===== src/rtl/noc_link_pipe.sv =====
// noc_link_pipe
//   Elastic, fully registered pipeline stage for a NoC flit link. Flit, valid
//   and tail sideband are registered in the forward direction. The stall is
//   registered in the backward direction. A main + skid buffer pair sustains
//   one flit per cycle with no bubbles. The block also counts delivered flits
//   and tail flits, and flags upstream protocol violations.
//
// Ports
//   clk, rst                   link clock, synchronous active-high reset
//   FLIT_in/VALID_in/FWDAUX1_in  upstream flit, valid, tail marker
//   BWDAUX1_out                stall to upstream (skid occupied)
//   BWDAUX2_out/BWDAUX3_out    backward sideband to upstream, one flop delay
//   FLIT_out/VALID_out/FWDAUX1_out  downstream flit, valid, tail marker
//   BWDAUX1_in                 stall from downstream
//   BWDAUX2_in/BWDAUX3_in      backward sideband from downstream
//   flit_count/pkt_count       wrapping delivered-flit / delivered-tail counts
//   overflow_err               sticky: flit presented while stalled
module noc_link_pipe #(
    parameter int FLIT_WIDTH = 80,
    parameter int CNT_WIDTH  = 16
) (
    input  logic                  clk,
    input  logic                  rst,
    input  logic [FLIT_WIDTH-1:0] FLIT_in,
    input  logic                  VALID_in,
    input  logic                  FWDAUX1_in,
    output logic                  BWDAUX1_out,
    output logic                  BWDAUX2_out,
    output logic                  BWDAUX3_out,
    output logic [FLIT_WIDTH-1:0] FLIT_out,
    output logic                  VALID_out,
    output logic                  FWDAUX1_out,
    input  logic                  BWDAUX1_in,
    input  logic                  BWDAUX2_in,
    input  logic                  BWDAUX3_in,
    output logic [CNT_WIDTH-1:0]  flit_count,
    output logic [CNT_WIDTH-1:0]  pkt_count,
    output logic                  overflow_err
);

    // State encoding is {main_v, skid_v}, so both valid bits and the stall
    // come straight off the state register.
    typedef enum logic [1:0] {
        EMPTY = 2'b00,
        ONE   = 2'b10,
        FULL  = 2'b11
    } state_t;

    localparam logic [CNT_WIDTH-1:0] CNT_ONE = CNT_WIDTH'(1);

    state_t                state;
    state_t                state_nxt;
    logic                  skid_v;
    logic [FLIT_WIDTH-1:0] skid_flit;
    logic                  skid_tail;

    logic                  accept;
    logic                  deliver;
    logic                  violation;
    logic                  ld_main_in;
    logic                  ld_main_skid;
    logic                  ld_skid;

    assign VALID_out   = state[1];
    assign skid_v      = state[0];
    assign BWDAUX1_out = skid_v;

    assign accept    = VALID_in & ~BWDAUX1_out;
    assign deliver   = VALID_out & ~BWDAUX1_in;
    assign violation = VALID_in & BWDAUX1_out;

    // Next-state and buffer load selects. A violating flit is never accepted,
    // so it cannot disturb the stored flits.
    always_comb begin
        state_nxt    = state;
        ld_main_in   = 1'b0;
        ld_main_skid = 1'b0;
        ld_skid      = 1'b0;
        case (state)
            EMPTY: begin
                if (accept) begin
                    ld_main_in = 1'b1;
                    state_nxt  = ONE;
                end
            end
            ONE: begin
                if (deliver && accept) begin
                    ld_main_in = 1'b1;
                end else if (deliver) begin
                    state_nxt = EMPTY;
                end else if (accept) begin
                    ld_skid   = 1'b1;
                    state_nxt = FULL;
                end
            end
            FULL: begin
                if (deliver) begin
                    ld_main_skid = 1'b1;
                    state_nxt    = ONE;
                end
            end
            default: state_nxt = EMPTY;
        endcase
    end

    always_ff @(posedge clk) begin
        if (rst) begin
            state <= EMPTY;
        end else begin
            state <= state_nxt;
        end
    end

    // Main register drives the outputs; it is cleared on reset so a reset
    // link shows an all-zero flit.
    always_ff @(posedge clk) begin
        if (rst) begin
            FLIT_out    <= '0;
            FWDAUX1_out <= 1'b0;
        end else if (ld_main_in) begin
            FLIT_out    <= FLIT_in;
            FWDAUX1_out <= FWDAUX1_in;
        end else if (ld_main_skid) begin
            FLIT_out    <= skid_flit;
            FWDAUX1_out <= skid_tail;
        end
    end

    // Skid payload is only meaningful while skid_v is set, so it needs no reset.
    always_ff @(posedge clk) begin
        if (ld_skid) begin
            skid_flit <= FLIT_in;
            skid_tail <= FWDAUX1_in;
        end
    end

    always_ff @(posedge clk) begin
        if (rst) begin
            BWDAUX2_out <= 1'b0;
            BWDAUX3_out <= 1'b0;
        end else begin
            BWDAUX2_out <= BWDAUX2_in;
            BWDAUX3_out <= BWDAUX3_in;
        end
    end

    always_ff @(posedge clk) begin
        if (rst) begin
            flit_count   <= '0;
            pkt_count    <= '0;
            overflow_err <= 1'b0;
        end else begin
            if (deliver) begin
                flit_count <= flit_count + CNT_ONE;
                if (FWDAUX1_out) begin
                    pkt_count <= pkt_count + CNT_ONE;
                end
            end
            if (violation) begin
                overflow_err <= 1'b1;
            end
        end
    end

endmodule


===== config.mk =====
export PLATFORM = sky130hd
export DESIGN_NAME = noc_link_pipe
export DESIGN_NICKNAME = d
export VERILOG_FILES = /design/src/rtl/noc_link_pipe.sv
export SDC_FILE = /design/constraint.sdc
export NUM_CORES = 1
export LEC_CHECK = 0
export BUFFER_PORTS_ARGS = -buffer_cell sky130_fd_sc_hd__buf_4
export CORE_MARGIN = 3
export CORE_UTILIZATION = 43
export CTS_BUF_LIST = sky130_fd_sc_hd__clkbuf_4 sky130_fd_sc_hd__clkbuf_8 sky130_fd_sc_hd__clkbuf_16
export DETAILED_ROUTE_END_ITERATION = 6
export GPL_ROUTABILITY_DRIVEN = 0
export GPL_TIMING_DRIVEN = 0
export PLACE_DENSITY = 0.67
export SYNTH_ARGS = -nofsm -noshare
export SYNTH_HDL_FRONTEND = slang
export SYNTH_SLANG_ARGS = --single-unit

===== constraint.sdc =====
create_clock -name clk -period 7.2 [get_ports clk]
set_clock_uncertainty 0.05 [all_clocks]
set_input_delay 1.44 -clock clk [delete_from_list [all_inputs] [get_ports clk]]
set_output_delay 1.44 -clock clk [all_outputs]
set_load 0.005 [all_outputs]

==> impl_metrics.env <==
export IMPL_status="completed"
export IMPL_antenna_left=0
export IMPL_place_detailed_hpwl_mm=14.5
export IMPL_clock_latency_ps=440
export IMPL_total_power_mw=3.49
export IMPL_postCtsHoldBufs=0
export IMPL_crit_path_max_fanout=10
export IMPL_cp_end_kind="flop"
export IMPL_synth_cell_type_count=40
export IMPL_cts_tree="done"
export IMPL_cts_resized=0
export IMPL_p_leak_nw=3.90
export IMPL_areaGrowthSynthToFinish_pct=31.4
export IMPL_ir_drop_mv=0.232
export IMPL_wirelength_mm=21.3
export IMPL_grt_pass1_vias=6275
export IMPL_p_clk_frac=0.276
export IMPL_maxCapViolCount=0
export IMPL_synthAdderAreaFrac=0.00964
export IMPL_fin_util=0.583
export IMPL_period_minus_slack_ps=2780
export IMPL_p_sw_frac=0.323
export IMPL_dieArea_mm2=0.0198
export IMPL_drc=0
export IMPL_initial_utilization=0.444
export IMPL_muxShareOfSynthArea=0.00579
export IMPL_seq_area_frac_synth=0.616
export IMPL_cts_buffer_depth=2
export IMPL_path_delay_family="buffers and inverters"
export IMPL_design_core_area_mm2=0.0175
export IMPL_drive_above_1_share=0.284
export IMPL_dr_first_iter_drc_count=369
export IMPL_slew_limit_headroom=0.499
export IMPL_r2r_start="state[1]"
export IMPL_drt_vias_per_instance=5.41
export IMPL_tightest_slew_ps=751
export IMPL_crit_path_start_kind="primary input"
export IMPL_path_buf_inv=3
export IMPL_track_usage=0.211
export IMPL_crit_path_cell_trace="buf_4 > and3b_1 > o21ai_2 > buf_2 > buf_2 > a311oi_1"
export IMPL_vias=6508
export IMPL_synth_compound_area_share=0.108
export IMPL_cp_slowest_stage_delay_ps=450
export IMPL_worstPathArrival_ps=3030
export IMPL_p_switching_mw=1.13
export IMPL_antenna_found_initial=1
export IMPL_die_h_um=141
export IMPL_setup_viol=0
export IMPL_htreeDepth=4
export IMPL_synth_xor_xnor_area_share=0.0236
export IMPL_crit_type="primary input to flop"
export IMPL_grt_pass1_wl_mm=33.5
export IMPL_synth_flop_cell="dfxtp_1"
export IMPL_cts_buffers_inserted=17
export IMPL_crit_end="FLIT_out[37]"
export IMPL_synth_edf_count=81
export IMPL_final_max_slew_violation_count=0
export IMPL_syn_avg_cell_area_um2=10.5
export IMPL_yosysTopAreaCellShare=0.312
export IMPL_min_period_over_period=0.386
export IMPL_synthTopCellsByCount="dfxtp_1, nor2_1, nand2_1"
export IMPL_overflow=0
export IMPL_whs_ps=437
export IMPL_dp_cells=1170
export IMPL_synth_area_mm2=0.00778
export IMPL_internal_power_mw=2.36
export IMPL_r2r_end="FLIT_out[37]"
export IMPL_clkTransAtPathRegs_ps=80
export IMPL_synth_top_family_by_area="simple AND/OR/NAND/NOR gates"
export IMPL_rsz0062_at_grt="no"
export IMPL_fin_nets=1057
export IMPL_reg2reg_slack_ps=4660
export IMPL_fin_cells=1203
export IMPL_syn_inst=740
export IMPL_synth_top_cell_by_area="edfxtp_1"
export IMPL_cp_data_required_time_ps=7450
export IMPL_grt_max_degree=57
export IMPL_cpMostUsedCell="buf_2"
export IMPL_die_w_um=141
export IMPL_path_depth=6
export IMPL_first_pass_iters=5
export IMPL_synth_most_common_cell="dfxtp_1"
export IMPL_hp_class="flop to flop"
export IMPL_p_seq_frac=0.448
export IMPL_synth_seq_cells=199
export IMPL_reg2regPathDepth=5
export IMPL_ys_warn_count=0
export IMPL_io_buffers=204
export IMPL_ios=205
export IMPL_hold_depth=2
export IMPL_cts_root_buf="clkbuf_16"
export IMPL_finalHoldViolations=0
export IMPL_crit_path_start="BWDAUX1_in"
export IMPL_synthTopCellsByArea="edfxtp_1, dfxtp_1, a311oi_1, nand3_1, nor2_1"
export IMPL_num_rows=48
export IMPL_power_density_mw_per_mm2=341
export IMPL_max_freq_mhz=360
export IMPL_cts_setup_buffers=0
export IMPL_timing_setup_tns_ps=0
export IMPL_critical_path_slowest_cell="o21ai_2"
export IMPL_synthArstFlopShare=0
export IMPL_clock_sinks=199
export IMPL_avgRoutedWirePerCell_um=17.7
export IMPL_pwr_share_comb=0.276
export IMPL_synth_simple_area_share=0.201
export IMPL_synth_fp_nets=833
area by class of cell:
type / count / area (um^2)
antenna: 1 / 2.50
clock buffer: 18 / 439
multi-input combinational: 476 / 2710
buffer: 58 / 260
sequential: 199 / 4790
tap: 225 / 282
timing repair buffer: 205 / 1560
fill: 1546 / 7310
clock inverter: 14 / 158
inverter: 7 / 26.3
power groups by stage:
stage	clock [mW]	sequential (mW)	combinational [mW]
2_1_floorplan	0	1.58	0.464
3_3_place_gp	0	1.60	0.947
3_5_place_dp	0	1.58	0.972
4_1_cts	0.980	1.56	0.974
5_1_grt	1.02	1.59	1.07
6_report	0.964	1.56	0.964
routing by layer:
layer | wire (um) | vias up | global-route usage
li1 | - | 3148 | -
met1 | 9640 | 3119 | 0.292
met2 | 9740 | 223 | 0.320
met3 | 1700 | 18 | 0.0724
met4 | 238 | 0 | 0.0510
met5 | 0 | - | 0
worst min-delay path by stage:
stage | from | end
after floorplan | overflow_err | overflow_err
after global placement | overflow_err | overflow_err
after detailed placement | overflow_err | overflow_err
after CTS | FLIT_out[33] | FLIT_out[33]
after global routing | FLIT_out[34] | FLIT_out[34]
final | FLIT_out[53] | FLIT_out[53]
tightest hold or removal path, stage by stage, from the launching register on:
cell	delay (ps)
dfxtp_1	320
nand2_1	50
a311oi_1	80
metrics by stage:
step / area, um^2 / setup WS, ps
final: 10200 / 4420
after global routing: 10200 / 4350
after CTS: 10200 / 4440
after detailed placement: 9630 / 3980
after global placement: 9600 / 1910
after floorplan: 7780 / 3110
cells by family after synthesis:
group	after synthesis
compound gates	102
xor+xnor	21
fa+ha+maj	6
buf+inv	65
flops	199
mux	4
simple gates	343
sequential cells by signal, summed over array words and instances (netlist names):
signal	flops
skid_tail	1
state	2
FLIT_out	80
overflow_err	1
pkt_count	16
FWDAUX1_out	1
BWDAUX3_out	1
flit_count	16
BWDAUX2_out	1
skid_flit	80
cells in the final DEF, fill, tap and decap left out, drive strengths merged, types with 3 or more instances in the layout:
cell	count
buf	235
dfxtp	118
nor2	108
nand2	98
nand3	94
a311oi	81
edfxtp	81
clkbuf	46
inv	15
xnor2	14
a21oi	9
nor2b	7
xor2	7
o21ai	7
nor4	7
ha	6
nand4	6
nor3	5
nand4b	4
and3	4
clkinv	4
mux2	4
or3	3
No activity file was read; power rests on OpenSTA's default activity.
